[config.mk]
export PLATFORM = sky130hd
export DESIGN_NAME = solver_sequencer
export DESIGN_NICKNAME = d
export VERILOG_FILES = /design/src/rtl/solver_sequencer_pkg.sv /design/src/rtl/solver_sequencer_rom_mux.sv /design/src/rtl/solver_sequencer.sv
export SDC_FILE = /design/constraint.sdc
export NUM_CORES = 1
export LEC_CHECK = 0
export CAP_MARGIN = 20
export CELL_PAD_IN_SITES_DETAIL_PLACEMENT = 0
export CELL_PAD_IN_SITES_GLOBAL_PLACEMENT = 2
export CORE_AREA = 4 4 305 307
export CTS_BUF_LIST = sky130_fd_sc_hd__clkbuf_8
export DETAILED_ROUTE_END_ITERATION = 10
export DIE_AREA = 0 0 309 311
export PLACE_DENSITY = 0.64
export SLEW_MARGIN = 40
export SYNTH_ARGS = -nofsm -noshare
export SYNTH_HDL_FRONTEND = slang
export SYNTH_SLANG_ARGS = --single-unit
[constraint.sdc]
create_clock -name clk -period 4 [get_ports clk]
set_clock_uncertainty 0.15 [all_clocks]
set_input_delay 0.8 -clock clk [delete_from_list [all_inputs] [get_ports clk]]
set_output_delay 0.8 -clock clk [all_outputs]
set_load 0.05 [all_outputs]
[src/rtl/solver_sequencer_pkg.sv]
// Shared constants for the solver sequencer: FSM encoding, reset hold length,
// flattened-slice widths and small arithmetic helpers.
package solver_sequencer_pkg;

    localparam logic [2:0] ST_IDLE       = 3'd0;
    localparam logic [2:0] ST_SELECT     = 3'd1;
    localparam logic [2:0] ST_RESET_CORE = 3'd2;
    localparam logic [2:0] ST_RUN        = 3'd3;
    localparam logic [2:0] ST_REPORT     = 3'd4;
    localparam logic [2:0] ST_DONE       = 3'd5;

    localparam int RESET_HOLD_CYCLES = 2;
    localparam int HOLD_CNT_W        = 2;
    localparam logic [HOLD_CNT_W-1:0] HOLD_LAST = HOLD_CNT_W'(RESET_HOLD_CYCLES - 1);

    localparam int ROM_DATA_W = 8;
    localparam int PART_W     = 64;
    localparam int CNT_W      = 32;

    localparam logic [CNT_W-1:0] CNT_MAX = {CNT_W{1'b1}};
    localparam logic [CNT_W-1:0] CNT_ONE = {{(CNT_W-1){1'b0}}, 1'b1};

    // Width of one per-core ROM address slice.
    function automatic int addr_w(input int n_addr_bits);
        return n_addr_bits + 1;
    endfunction

    // Cycle counter increment that sticks at all-ones.
    function automatic logic [CNT_W-1:0] sat_inc(input logic [CNT_W-1:0] v);
        return (v == CNT_MAX) ? v : (v + CNT_ONE);
    endfunction

endpackage

[src/rtl/solver_sequencer_rom_mux.sv]
// Routes the active core's ROM address to the shared ROM and returns rom_valid
// only to that core; everything is zero while not running.
module seq_rom_mux
    import solver_sequencer_pkg::*;
#(
    parameter int N_CORES = 4,
    parameter int ID_BITS = 2,
    parameter int ADDR_W  = 17
) (
    input  logic                      run,
    input  logic [ID_BITS-1:0]        sel,
    input  logic [N_CORES*ADDR_W-1:0] core_rom_addr,
    input  logic                      rom_valid,
    output logic [ADDR_W-1:0]         rom_addr,
    output logic [N_CORES-1:0]        core_rom_valid
);

    // One-hot select; at most one slice contributes to the OR.
    always_comb begin
        rom_addr       = '0;
        core_rom_valid = '0;
        for (int i = 0; i < N_CORES; i++) begin
            logic hit_s;
            hit_s             = run && (int'(sel) == i);
            rom_addr          = rom_addr | ({ADDR_W{hit_s}} & core_rom_addr[i*ADDR_W +: ADDR_W]);
            core_rom_valid[i] = hit_s & rom_valid;
        end
    end

endmodule

[src/rtl/solver_sequencer.sv]
// Runs each enabled solver core in turn: reset it, let it stream the shared ROM,
// then hand its result (or a timeout marker) out through a valid/ready port.
module solver_sequencer
    import solver_sequencer_pkg::*;
#(
    parameter int N_CORES     = 4,
    parameter int N_ADDR_BITS = 16,
    parameter int ID_BITS     = 2
) (
    input  logic                                 clk,
    input  logic                                 rst,
    input  logic                                 start,
    input  logic [N_CORES-1:0]                   core_enable,
    input  logic [CNT_W-1:0]                     timeout_limit,
    output logic [N_ADDR_BITS:0]                 rom_addr,
    input  logic [ROM_DATA_W-1:0]                rom_data,
    input  logic                                 rom_valid,
    output logic [N_CORES-1:0]                   core_rst,
    input  logic [N_CORES*(N_ADDR_BITS+1)-1:0]   core_rom_addr,
    output logic [ROM_DATA_W-1:0]                core_rom_data,
    output logic [N_CORES-1:0]                   core_rom_valid,
    input  logic [N_CORES-1:0]                   core_done,
    input  logic [N_CORES*PART_W-1:0]            core_part1,
    input  logic [N_CORES*PART_W-1:0]            core_part2,
    output logic                                 res_valid,
    input  logic                                 res_ready,
    output logic [ID_BITS-1:0]                   res_core_id,
    output logic [PART_W-1:0]                    res_part1,
    output logic [PART_W-1:0]                    res_part2,
    output logic                                 res_timeout,
    output logic                                 busy,
    output logic                                 all_done
);

    localparam int ADDR_W = addr_w(N_ADDR_BITS);

    logic [2:0]            state_r,     state_nxt_s;
    logic [ID_BITS-1:0]    idx_r,       idx_nxt_s;
    logic [N_CORES-1:0]    enable_r,    enable_nxt_s;
    logic [CNT_W-1:0]      tlim_r,      tlim_nxt_s;
    logic [CNT_W-1:0]      cnt_r,       cnt_nxt_s;
    logic [HOLD_CNT_W-1:0] hold_r,      hold_nxt_s;
    logic                  res_valid_r, res_valid_nxt_s;
    logic                  res_to_r,    res_to_nxt_s;
    logic [ID_BITS-1:0]    res_id_r,    res_id_nxt_s;
    logic [PART_W-1:0]     res_p1_r,    res_p1_nxt_s;
    logic [PART_W-1:0]     res_p2_r,    res_p2_nxt_s;
    logic                  busy_r,      busy_nxt_s;
    logic                  all_done_r,  all_done_nxt_s;
    logic [N_CORES-1:0]    core_rst_r,  core_rst_nxt_s;

    logic                  enable_sel_s;
    logic                  done_sel_s;
    logic [PART_W-1:0]     part1_sel_s;
    logic [PART_W-1:0]     part2_sel_s;
    logic                  last_s;
    logic                  timeout_hit_s;

    // Per-core views of the active index, built as a one-hot OR to stay index-safe.
    always_comb begin
        enable_sel_s = 1'b0;
        done_sel_s   = 1'b0;
        part1_sel_s  = '0;
        part2_sel_s  = '0;
        for (int i = 0; i < N_CORES; i++) begin
            logic hit_s;
            hit_s        = (int'(idx_r) == i);
            enable_sel_s = enable_sel_s | (hit_s & enable_r[i]);
            done_sel_s   = done_sel_s   | (hit_s & core_done[i]);
            part1_sel_s  = part1_sel_s  | ({PART_W{hit_s}} & core_part1[i*PART_W +: PART_W]);
            part2_sel_s  = part2_sel_s  | ({PART_W{hit_s}} & core_part2[i*PART_W +: PART_W]);
        end
    end

    assign last_s        = (int'(idx_r) == (N_CORES - 1));
    assign timeout_hit_s = (tlim_r != {CNT_W{1'b0}}) && (cnt_r == (tlim_r - CNT_ONE));

    // Sequencer next-state and payload capture.
    always_comb begin
        state_nxt_s     = state_r;
        idx_nxt_s       = idx_r;
        enable_nxt_s    = enable_r;
        tlim_nxt_s      = tlim_r;
        cnt_nxt_s       = cnt_r;
        hold_nxt_s      = hold_r;
        res_valid_nxt_s = res_valid_r;
        res_to_nxt_s    = res_to_r;
        res_id_nxt_s    = res_id_r;
        res_p1_nxt_s    = res_p1_r;
        res_p2_nxt_s    = res_p2_r;
        case (state_r)
            ST_IDLE, ST_DONE: begin
                if (start) begin
                    state_nxt_s  = ST_SELECT;
                    enable_nxt_s = core_enable;
                    tlim_nxt_s   = timeout_limit;
                    idx_nxt_s    = '0;
                end else begin
                    state_nxt_s  = state_r;
                end
            end
            ST_SELECT: begin
                if (enable_sel_s) begin
                    state_nxt_s = ST_RESET_CORE;
                    hold_nxt_s  = '0;
                end else if (last_s) begin
                    state_nxt_s = ST_DONE;
                end else begin
                    idx_nxt_s   = idx_r + ID_BITS'(1'b1);
                end
            end
            ST_RESET_CORE: begin
                if (hold_r == HOLD_LAST) begin
                    state_nxt_s = ST_RUN;
                    cnt_nxt_s   = '0;
                end else begin
                    hold_nxt_s  = hold_r + HOLD_CNT_W'(1'b1);
                end
            end
            ST_RUN: begin
                cnt_nxt_s = sat_inc(cnt_r);
                // A core finishing on its last allowed cycle still reports its result.
                if (done_sel_s) begin
                    state_nxt_s     = ST_REPORT;
                    res_valid_nxt_s = 1'b1;
                    res_to_nxt_s    = 1'b0;
                    res_id_nxt_s    = idx_r;
                    res_p1_nxt_s    = part1_sel_s;
                    res_p2_nxt_s    = part2_sel_s;
                end else if (timeout_hit_s) begin
                    state_nxt_s     = ST_REPORT;
                    res_valid_nxt_s = 1'b1;
                    res_to_nxt_s    = 1'b1;
                    res_id_nxt_s    = idx_r;
                    res_p1_nxt_s    = '0;
                    res_p2_nxt_s    = '0;
                end else begin
                    state_nxt_s     = ST_RUN;
                end
            end
            ST_REPORT: begin
                if (res_ready) begin
                    res_valid_nxt_s = 1'b0;
                    if (last_s) begin
                        state_nxt_s = ST_DONE;
                    end else begin
                        state_nxt_s = ST_SELECT;
                        idx_nxt_s   = idx_r + ID_BITS'(1'b1);
                    end
                end else begin
                    state_nxt_s = ST_REPORT;
                end
            end
            default: begin
                state_nxt_s     = ST_IDLE;
                res_valid_nxt_s = 1'b0;
            end
        endcase
    end

    // Status flags and core resets follow the next state so they line up with it.
    always_comb begin
        busy_nxt_s     = (state_nxt_s != ST_IDLE) && (state_nxt_s != ST_DONE);
        all_done_nxt_s = (state_nxt_s == ST_DONE);
        core_rst_nxt_s = '1;
        for (int i = 0; i < N_CORES; i++) begin
            core_rst_nxt_s[i] = ~(((state_nxt_s == ST_RUN) || (state_nxt_s == ST_REPORT))
                                  && (int'(idx_nxt_s) == i));
        end
    end

    // State registers with synchronous reset; reset discards any pending result.
    always_ff @(posedge clk) begin
        if (rst) begin
            state_r     <= ST_IDLE;
            idx_r       <= '0;
            enable_r    <= '0;
            tlim_r      <= '0;
            cnt_r       <= '0;
            hold_r      <= '0;
            res_valid_r <= 1'b0;
            res_to_r    <= 1'b0;
            res_id_r    <= '0;
            res_p1_r    <= '0;
            res_p2_r    <= '0;
            busy_r      <= 1'b0;
            all_done_r  <= 1'b0;
            core_rst_r  <= '1;
        end else begin
            state_r     <= state_nxt_s;
            idx_r       <= idx_nxt_s;
            enable_r    <= enable_nxt_s;
            tlim_r      <= tlim_nxt_s;
            cnt_r       <= cnt_nxt_s;
            hold_r      <= hold_nxt_s;
            res_valid_r <= res_valid_nxt_s;
            res_to_r    <= res_to_nxt_s;
            res_id_r    <= res_id_nxt_s;
            res_p1_r    <= res_p1_nxt_s;
            res_p2_r    <= res_p2_nxt_s;
            busy_r      <= busy_nxt_s;
            all_done_r  <= all_done_nxt_s;
            core_rst_r  <= core_rst_nxt_s;
        end
    end

    seq_rom_mux #(
        .N_CORES (N_CORES),
        .ID_BITS (ID_BITS),
        .ADDR_W  (ADDR_W)
    ) u_rom_mux (
        .run            (state_r == ST_RUN),
        .sel            (idx_r),
        .core_rom_addr  (core_rom_addr),
        .rom_valid      (rom_valid),
        .rom_addr       (rom_addr),
        .core_rom_valid (core_rom_valid)
    );

    assign core_rom_data = rom_data;
    assign core_rst      = core_rst_r;
    assign res_valid     = res_valid_r;
    assign res_timeout   = res_to_r;
    assign res_core_id   = res_id_r;
    assign res_part1     = res_p1_r;
    assign res_part2     = res_p2_r;
    assign busy          = busy_r;
    assign all_done      = all_done_r;

endmodule

==> results of run 1 <==
## routing by layer
| metal | share of wire, % | vias up | global-route usage (%) |
|---|---|---|---|
| met4 | 2.5 | 16 | 5.20 |
| li1 | - | 6776 | - |
| met3 | 8.1 | 116 | 5.70 |
| met2 | 46 | 598 | 28.3 |
| met5 | 0.12 | - | 0 |
| met1 | 44 | 7315 | 23.5 |
## metrics by stage
| stage | std cells | setup WS (ns) | hold WS [ns] | utilization (%) | power (W) |
|---|---|---|---|---|---|
| 2_1_floorplan | 1393 | 0.220 | 0.286 | - | 0.00321 |
| 3_3_place_gp | 3256 | 0.166 | 0.303 | 26.1 | 0.00416 |
| 3_5_place_dp | 3256 | 0.174 | 0.303 | 26.1 | 0.00416 |
| 4_1_cts | 3335 | 0.138 | 0.313 | 27.1 | 0.00669 |
| 5_1_grt | 3347 | 0.0366 | 0.341 | 27.2 | 0.00688 |
| 6_report | 3351 | 0.246 | 0.316 | 27.3 | 0.00656 |
## worst min-delay path by stage
stage / from / slack [ns] / endpoint / cells after the start
after floorplan: enable_r[0]$_SDFFE_PP0P_ / 0.29 / enable_r[0]$_SDFFE_PP0P_ / 2
after global placement: enable_r[0]$_SDFFE_PP0P_ / 0.30 / enable_r[0]$_SDFFE_PP0P_ / 2
after detailed placement: enable_r[0]$_SDFFE_PP0P_ / 0.30 / enable_r[0]$_SDFFE_PP0P_ / 2
after CTS: enable_r[0]$_SDFFE_PP0P_ / 0.31 / enable_r[0]$_SDFFE_PP0P_ / 2
after global routing: enable_r[2]$_SDFFE_PP0P_ / 0.34 / enable_r[2]$_SDFFE_PP0P_ / 2
final: enable_r[0]$_SDFFE_PP0P_ / 0.32 / enable_r[0]$_SDFFE_PP0P_ / 2
## critical path, cell delays in order, from the launching register on
cell and delay, ns:
dfxtp_4 0.66, mux4_2 0.60, and3_1 0.21, clkdlybuf4s50_1 0.70
## placed cells by master (no fill, tap or decap), drive strengths merged, types with 4 or more instances in the layout
cell type / count
or3: 4
nor2b: 138
nand2b: 5
and4: 5
inv: 19
or4: 8
or2: 6
mux4: 145
buf: 53
xor2: 43
nor3b: 4
diode: 14
nor4: 10
nor3: 16
clkdlybuf4s50: 770
ha: 4
nand4: 16
a21oi: 50
o21ai: 10
nand3: 16
and2: 6
o211ai: 6
dfxtp: 213
a311oi: 128
xnor2: 26
nand2: 239
mux2i: 9
clkinv: 7
clkbuf: 59
and3: 31
nor2: 61
nand3b: 5
## timing repair
action	CTS	global route
gates resized for setup	0	3
endpoints found under the setup margin	0	31
endpoints found under the hold margin	0	0
## power by group
group          switching [W]  total (W)  internal, W
Sequential         0.0000766    0.00224      0.00216
Combinational       0.000802    0.00187      0.00107
Clock                0.00109    0.00245      0.00136
## cells in the mapped netlist (14+ instances only)
cell and n:
xnor2_1 26, a311oi_2 100, dfxtp_1 213, nand2_1 238, a311oi_1 28, and3_1 30
mux4_2 145, clkbuf_1 94, nor2_1 61, nand3_1 14, buf_1 15, xor2_1 43
a21oi_1 50, nand4_1 15, nor3_1 15, nor2b_1 138
## cell type report
type / count / area [um^2] / area share (%)
multi-input cells: 1037 / 9460 / 38.6
flip-flops and latches: 213 / 4270 / 17.4
inverters: 8 / 30.0 / 0.122
clock inverters: 21 / 125 / 0.510
clock buffers: 58 / 798 / 3.25
repair buffers: 824 / 8340 / 34.0
well taps: 1176 / 1470 / 6.00
diodes: 14 / 35.0 / 0.143
## registers in the layout, indices dropped and copies added, names as in the netlist
signal,flops
idx_r,2
core_rst,4
res_valid,1
res_part2,64
hold_r,2
tlim_r,32
busy,1
state_r,3
res_timeout,1
all_done,1
res_core_id,2
enable_r,4
res_part1,64
cnt_r,32
## cells by family (layout without fill, tap and decap cells)
kind of cell             after synthesis  in the layout
AND/OR/NAND/NOR                      578            578
AO/OA/AOI/OAI                        230            230
flip-flops                           213            213
multiplexers                         156            156
buffers and inverters                143            911
XOR/XNOR                              69             69
adder cells (fa/ha/maj)                4              4
other                                  0             14
==> flow_metrics.py, run 1 <==
metrics = {
    "cts": {
        "cts_buffer_depth": 3,
        "tritoncts": "yes",
        "cts_sinks": 213,
        "clkTransAtPathRegs_ns": 0.06,
        "cts-buffers-inserted": 47,
        "cts_root_buffer": "clkbuf_8",
        "clock_latency_ns": 0.61,
        "post_cts_buffers": 0,
        "htreeDepth": 2,
        "cts_hold_buf": 0,
    },
    "yosys": {
        "ys_ff_latch": 213,
        "synthTopCellsByArea": "dfxtp_1, mux4_2, a311oi_2, nand2_1, nor2b_1",
        "yosysTopAreaCell": "dfxtp_1",
        "synth_mux_area_share_pct": 23.4,
        "synth_top_area_share_pct": 29.5,
        "synth_simple_gate_area_share_pct": 20.6,
        "ys_types": 71,
        "synth-xor-area-share_pct": 4.18,
        "netlist_instances": 1393,
        "synthAdderAreaFrac_pct": 0.346,
        "synth_compound_area_share_pct": 16.7,
        "synth-main-ff-cell": "dfxtp_1",
        "postSynthAreaPerCell_um2": 10.4,
        "ys.warnings.count": 0,
        "synth_edf_count": 0,
        "synth_fp_nets": 2030,
        "synth_top_family_by_area": "multiplexers",
        "syn_area_um2": 14500,
        "async_reset_ff_share_pct": 0,
        "seq_area_frac_synth_pct": 29.5,
    },
    "finish": {
        "final_net_count": 2768,
        "stdcell_area_um2": 24500,
        "drive_above_1_share_pct": 18.4,
        "fillers": 9481,
        "syn_to_final_growth_pct": 69.7,
    },
    "worst_setup_path": {
        "regToRegSetupSlack_ns": 0.26,
        "worstPathRequired_ns": 3.05,
        "endpoint": "rom_addr[8]",
        "reg2reg_from": "tlim_r[1]$_SDFFE_PP0P_",
        "start_kind": "flip-flop",
        "cp-startpoint": "idx_r[0]$_SDFF_PP0_",
        "r2r-end": "res_part1[57]$_SDFFE_PP0P_",
        "cp-end-kind": "output port",
        "crit_fanout": 29,
        "criticalPathCategory": "reg -> out",
        "arrival_ns": 2.80,
        "rr_worst_depth": 13,
    },
    "die": {
        "dieArea_um2": 96100,
        "io_pins": 800,
        "core_area_um2": 90000,
        "initial_core_util_pct": 16.1,
        "die_y_um": 311,
        "die_x_um": 309,
        "core.rowCount": 110,
    },
    "power_and_ir_drop": {
        "ir_drop_mv": 0.163,
        "p_leak_nw": 7.83,
        "powerDensity_nw_per_um2": 267,
    },
    "flow_run": {
        "cap_violations": 0,
    },
    "drt": {
        "remaining_drc_errors": 0,
        "vias": 14800,
        "vias_per_cell": 4.42,
        "wire_per_inst_um": 27.0,
        "final_antenna_net_count": 0,
        "initialDrtViolationCount": 841,
        "drtPass1Iterations": 5,
        "wl_um": 90300,
    },
    "worst_hold_path": {
        "hold_path_class": "reg -> reg",
    },
    "global_routing": {
        "antenna_found_initial": 27,
        "grt_start_max_net_pins": 131,
        "overflow": 0,
        "grt_util_all_layers_pct": 17.9,
        "grt_pass1_wl_um": 122000,
        "first_global_vias": 15500,
    },
    "placed_design": {
        "gp_congestion": 0.875,
        "io_buffers": 783,
        "place_area_um2": 23500,
        "dp_hpwl_um": 76100,
    },
    "timing": {
        "tightest_slew_ns": 0.958,
        "clock.fmax_mhz": 266,
        "maxSlewViolCount": 0,
        "min_period_ns": 3.75,
        "slew_headroom_pct": 35.9,
        "setup_viol": 0,
        "grt_setup_unrepaired": "no",
        "finalHoldViolCount": 0,
        "finalSetupTns_ns": 0,
        "post-route-period-util_pct": 93.8,
    },
    "outcome": {
        "status": "completed",
    },
}
Note: power is estimated with default switching activity, not from simulation.
==> run 2, diff against run 1 <==
--- a/config.mk
+++ b/config.mk
@@ -12,8 +12,8 @@
 export CTS_BUF_LIST = sky130_fd_sc_hd__clkbuf_8
 export DETAILED_ROUTE_END_ITERATION = 10
 export DIE_AREA = 0 0 309 311
-export PLACE_DENSITY = 0.64
-export SLEW_MARGIN = 40
+export PLACE_DENSITY_LB_ADDON = 0.05
+export SLEW_MARGIN = 10
 export SYNTH_ARGS = -nofsm -noshare
 export SYNTH_HDL_FRONTEND = slang
 export SYNTH_SLANG_ARGS = --single-unit
==> constraint.sdc (replaced) <==
create_clock -name clk -period 4 [get_ports clk]
set_clock_uncertainty 0.15 [all_clocks]
set_input_delay 1.2 -clock clk [delete_from_list [all_inputs] [get_ports clk]]
set_output_delay 1.2 -clock clk [all_outputs]
set_load 0.05 [all_outputs]
==> flow_metrics.py, run 2 (synthesis results as in run 1) <==
metrics = {
    "outcome": {
        "status": "finished with violations",
        "violations": "negative setup slack",
    },
    "timing": {
        "tightest_slew_ns": 0.934,
        "clock.fmax_mhz": 250,
        "finalHoldViolCount": 0,
        "post-route-period-util_pct": 100,
        "setup_viol": 1,
        "maxSlewViolCount": 0,
        "grt_setup_unrepaired": "no",
        "finalSetupTns_ns": -0.00578,
        "layout_setup_ws_ns": -0.00578,
        "slew_headroom_pct": 37.8,
        "min_period_ns": 4.01,
    },
    "worst_hold_path": {
        "hold_end": "enable_r[2]$_SDFFE_PP0P_",
        "min-delay-start": "enable_r[2]$_SDFFE_PP0P_",
        "hold_path_class": "reg -> reg",
        "hold_depth": 2,
    },
    "power_and_ir_drop": {
        "powerDensity_nw_per_um2": 261,
        "p_leak_nw": 7.93,
        "finalPower_w": 0.00640,
        "ir_drop_mv": 0.184,
    },
    "drt": {
        "final_antenna_net_count": 0,
        "drtPass1Iterations": 5,
        "wire_per_inst_um": 26.2,
        "initialDrtViolationCount": 621,
        "vias_per_cell": 4.29,
        "vias": 14400,
        "remaining_drc_errors": 0,
        "wl_um": 88000,
    },
    "die": {
        "dieArea_um2": 96100,
        "core.rowCount": 110,
        "core_area_um2": 90000,
        "die_y_um": 311,
        "die_x_um": 309,
        "io_pins": 800,
        "initial_core_util_pct": 16.1,
    },
    "cts": {
        "htreeDepth": 2,
        "clkTransAtPathRegs_ns": 0.05,
        "cts_buffer_depth": 3,
        "clock_latency_ns": 0.61,
        "cts_root_buffer": "clkbuf_8",
        "tritoncts": "yes",
        "cts_sinks": 213,
        "cts-buffers-inserted": 48,
    },
    "finish": {
        "syn_to_final_growth_pct": 69.3,
        "stdcell_count": 3358,
        "mostFrequentLayoutCells": "clkdlybuf4s50_1, nand2_1, dfxtp_1",
        "final_net_count": 2786,
        "fillers": 9551,
        "stdcell_area_um2": 24500,
        "multi_input_comb_area_um2": 9450,
        "seq_area_um2": 4270,
        "drive_above_1_share_pct": 18.8,
        "layout_commonest_cell": "clkdlybuf4s50_1",
    },
    "worst_setup_path": {
        "criticalPathCategory": "in -> out",
        "worstPathRequired_ns": 2.65,
        "start_kind": "input port",
        "regToRegSetupSlack_ns": 0.22,
        "arrival_ns": 2.66,
        "rr_worst_depth": 10,
        "cp-end-kind": "output port",
        "r2r-end": "res_part2[28]$_SDFFE_PP0P_",
        "crit_fanout": 1,
        "reg2reg_from": "tlim_r[0]$_SDFFE_PP0P_",
    },
    "global_routing": {
        "use_met1_pct": 20.2,
        "overflow": 0,
        "grt_start_max_net_pins": 83,
        "antenna_found_initial": 14,
        "grt_util_all_layers_pct": 17.7,
        "grt_use_met2_pct": 33.7,
        "use_met3_pct": 4.37,
        "grt.busiest_layer": "met2",
        "first_global_vias": 15600,
        "grt_pass1_wl_um": 122000,
    },
    "placed_design": {
        "dp_hpwl_um": 72500,
        "io_buffers": 783,
        "gp_congestion": 0.870,
        "dp.cells": 3275,
        "place_area_um2": 23600,
    },
    "flow_run": {
        "cap_violations": 0,
    },
}
-- run 2: cell types whose count changed in the layout (fill, tap and decap cells not counted), sizes merged --
cell,delta
dlygate4sd2,+1
inv,+13
bufinv,-1
diode,-11
buf,+27
clkinv,-5
clkinvlp,-1
clkbuf,-6
clkdlybuf4s50,-10
-- run 2: timing repair --
item | 4_1_cts | 5_1_grt
endpoints found under the setup margin | 1 | 0
setup buffers | 0 | 0
hold buffers | 0 | 0
resized for setup | 1 | 0
-- run 2: critical path: stages --
cell	delay (ns)
clkdlybuf4s50_1	0.49
mux4_2	0.57
and3_1	0.21
buf_4	0.18
-- run 2: through the flow --
stage | util (%) | hold slack, ns | setup slack, ns
floorplan | - | 0.286 | 0.0442
global placement | 26.3 | 0.306 | -0.0140
detailed placement | 26.3 | 0.305 | -0.0107
CTS | 27.2 | 0.314 | 0.0352
global route | 27.2 | 0.361 | 0.00888
finish | 27.2 | 0.310 | -0.00578
-- run 2: power by group --
group | internal [W] | switching [W]
sequential | 0.00216 | 0.0000643
clock | 0.00119 | 0.00107
combinational | 0.00109 | 0.000819
total | 0.00444 | 0.00196
-- run 2: layout make-up --
| type | count | share of cell area [%] |
|---|---|---|
| multi-input cells | 1037 | 38.6 |
| repair buffers | 841 | 34.4 |
| flip-flops and latches | 213 | 17.4 |
| well taps | 1176 | 6.01 |
| clock buffers | 53 | 2.98 |
| clock inverters | 27 | 0.455 |
| inverters | 8 | 0.123 |
| diodes | 3 | 0.0307 |
-- run 2: metal layers --
metal  wire length [um]  part of all wire (%)
met2              47700                    54
met4               1090                   1.2
met3               5070                   5.8
met5                 27                 0.031
met1              34100                    39
-- run 2: worst max-delay path by stage --
stage | startpoint | endpoint | slack (ns) | depth (start not counted)
after global routing | core_rom_addr[44] | rom_addr[10] | 0.009 | 4
after global placement | core_rom_addr[14] | rom_addr[14] | -0.01 | 4
after detailed placement | core_rom_addr[14] | rom_addr[14] | -0.01 | 4
final | core_rom_addr[63] | rom_addr[12] | -0.006 | 4
after floorplan | state_r[0]$_SDFF_PP0_ | core_rom_valid[0] | 0.04 | 7
after CTS | core_rom_addr[63] | rom_addr[12] | 0.04 | 4
==> run 3, diff against run 2 <==
--- a/config.mk
+++ b/config.mk
@@ -12,6 +12,7 @@
 export CTS_BUF_LIST = sky130_fd_sc_hd__clkbuf_8
 export DETAILED_ROUTE_END_ITERATION = 10
 export DIE_AREA = 0 0 309 311
+export GPL_TIMING_DRIVEN = 0
 export PLACE_DENSITY_LB_ADDON = 0.05
 export SLEW_MARGIN = 10
 export SYNTH_ARGS = -nofsm -noshare
==> constraint.sdc (replaced) <==
create_clock -name clk -period 4 [get_ports clk]
set_clock_uncertainty 0.15 [all_clocks]
set_input_delay 1.2 -clock clk [delete_from_list [all_inputs] [get_ports clk]]
set_output_delay 1.2 -clock clk [all_outputs]
set_load 0.01 [all_outputs]
==> flow_metrics.py, run 3 (synthesis results as in run 1) <==
metrics = {
    "power_and_ir_drop": {
        "switchingPower_w": 0.00201,
        "sw_frac_of_total_pct": 29.5,
        "pwr-share-seq_pct": 32.5,
        "powerDensity_nw_per_um2": 271,
        "pwr-share-comb_pct": 29.1,
        "p_int_w": 0.00480,
        "ir_drop_mv": 0.171,
        "clkPwrFrac_pct": 38.5,
        "p_leak_nw": 8.17,
    },
    "global_routing": {
        "first_global_vias": 16400,
        "overflow": 0,
        "antenna_found_initial": 14,
        "grt_util_all_layers_pct": 18.1,
        "grt_start_max_net_pins": 12,
        "grt_pass1_wl_um": 124000,
    },
    "timing": {
        "min_period_ns": 3.93,
        "slew_headroom_pct": 31.7,
        "maxSlewViolCount": 0,
        "clock.fmax_mhz": 255,
        "post-route-period-util_pct": 98.1,
        "tightest_slew_ns": 1.02,
        "grt_setup_unrepaired": "no",
        "setup_viol": 0,
        "finalHoldViolCount": 0,
    },
    "worst_setup_path": {
        "worstPathRequired_ns": 2.65,
        "regToRegSetupSlack_ns": 0.17,
        "cp-startpoint": "core_rom_addr[35]",
        "arrival_ns": 2.58,
        "r2r-end": "res_part1[25]$_SDFFE_PP0P_",
        "crit_fanout": 1,
        "start_kind": "input port",
        "cp-end-kind": "output port",
        "rr_worst_depth": 12,
        "criticalPathCategory": "in -> out",
        "reg2reg_from": "tlim_r[11]$_SDFFE_PP0P_",
    },
    "worst_hold_path": {
        "min-delay-start": "enable_r[2]$_SDFFE_PP0P_",
        "hold_end": "enable_r[2]$_SDFFE_PP0P_",
        "hold_path_class": "reg -> reg",
        "hold_depth": 2,
    },
    "flow_run": {
        "cap_violations": 0,
    },
    "drt": {
        "remaining_drc_errors": 0,
        "initialDrtViolationCount": 632,
        "vias": 14900,
        "wl_um": 90100,
        "wire_per_inst_um": 26.1,
        "drtPass1Iterations": 5,
        "vias_per_cell": 4.31,
        "final_antenna_net_count": 0,
    },
    "die": {
        "dieArea_um2": 96100,
        "die_x_um": 309,
        "initial_core_util_pct": 16.1,
        "io_pins": 800,
        "core.rowCount": 110,
        "die_y_um": 311,
        "core_area_um2": 90000,
    },
    "cts": {
        "clkTransAtPathRegs_ns": 0.05,
        "cts_root_buffer": "clkbuf_8",
        "cts_sinks": 213,
        "htreeDepth": 2,
        "cts-buffers-inserted": 46,
        "cts_buffer_depth": 3,
        "cts_hold_buf": 0,
        "tritoncts": "yes",
        "clock_latency_ns": 0.61,
    },
    "finish": {
        "layout_commonest_cell": "clkdlybuf4s50_1",
        "multi_input_comb_area_um2": 9470,
        "fillers": 9559,
        "final_net_count": 2876,
        "drive_above_1_share_pct": 17.6,
        "post-route-util_pct": 27.9,
        "stdcell_area_um2": 25100,
        "mostFrequentLayoutCells": "clkdlybuf4s50_1, nand2_1, dfxtp_1",
        "syn_to_final_growth_pct": 73.8,
        "seq_area_um2": 4270,
    },
    "outcome": {
        "status": "completed",
    },
    "placed_design": {
        "gp_congestion": 0.812,
        "dp_hpwl_um": 76500,
        "place_area_um2": 23900,
        "io_buffers": 790,
    },
}
==> run 3: cell count changes in the layout (fill, tap and decap cells not counted), sizes merged <==
cell | previous run | this run
clkdlybuf4s50 | 760 | 769
diode | 3 | 6
dlygate4sd2 | 1 | 21
clkdlybuf4s18 | 0 | 1
clkbuf | 53 | 150
buf | 80 | 51
bufinv | 0 | 3
clkinv | 2 | 5
inv | 32 | 20
==> run 3: worst max-delay path: stages <==
cell             delay, ns
clkdlybuf4s50_1       0.43
mux4_2                0.47
and3_1                0.19
dlygate4sd2_1         0.29
==> run 3: per-layer routing <==
layer,vias up,GRT usage (%),share of wire [%]
li1,6967,-,-
met1,7356,19.7,38
met2,452,34.4,54
met3,102,4.40,5.7
met4,6,5.20,2.9
met5,-,0,0.044
==> run 3: how the worst max path moves through the flow <==
stage,cells after the start,to
after floorplan,6,rom_addr[0]
after global placement,7,rom_addr[7]
after global routing,6,rom_addr[14]
after detailed placement,7,rom_addr[7]
after CTS,7,core_rom_valid[2]
final,4,rom_addr[1]
==> run 3: area by class of cell <==
type | count | area share (%)
Multi-Input combinational cell | 1037 | 37.7
Timing Repair Buffer | 801 | 31.8
Sequential cell | 213 | 17.0
Tap cell | 1176 | 5.85
Buffer | 132 | 3.60
Clock buffer | 59 | 3.23
Clock inverter | 21 | 0.662
Inverter | 8 | 0.119
Antenna cell | 6 | 0.0597
==> run 3: through the flow <==
step	setup WS (ns)	hold WS, ns	setup TNS [ns]	std cells	power (W)
2_1_floorplan	0.0574	0.286	0	1393	0.00317
3_3_place_gp	-1.83	0.332	-98.21	3359	0.00423
3_5_place_dp	-1.89	0.331	-106.41	3361	0.00423
4_1_cts	0.00144	0.338	0	3441	0.00698
5_1_grt	0.0101	0.373	0	3451	0.00718
6_report	0.0745	0.342	0	3453	0.00681
==> run 3: power by group through the flow <==
stage / Combinational (W) / Clock (W) / Sequential (W)
4_1_cts: 0.00201 / 0.00275 / 0.00221
2_1_floorplan: 0.000929 / 0 / 0.00224
3_3_place_gp: 0.00197 / 0 / 0.00225
3_5_place_dp: 0.00198 / 0 / 0.00225
5_1_grt: 0.00213 / 0.00284 / 0.00222
6_report: 0.00198 / 0.00262 / 0.00221
==> run 3: what timing repair did <==
action / in CTS / in global routing
endpoints found under the setup margin: 154 / 121
pin swaps: 1 / 2
resized for setup: 88 / 6
gates cloned: 0 / 1
buffers inserted: 3 / 3
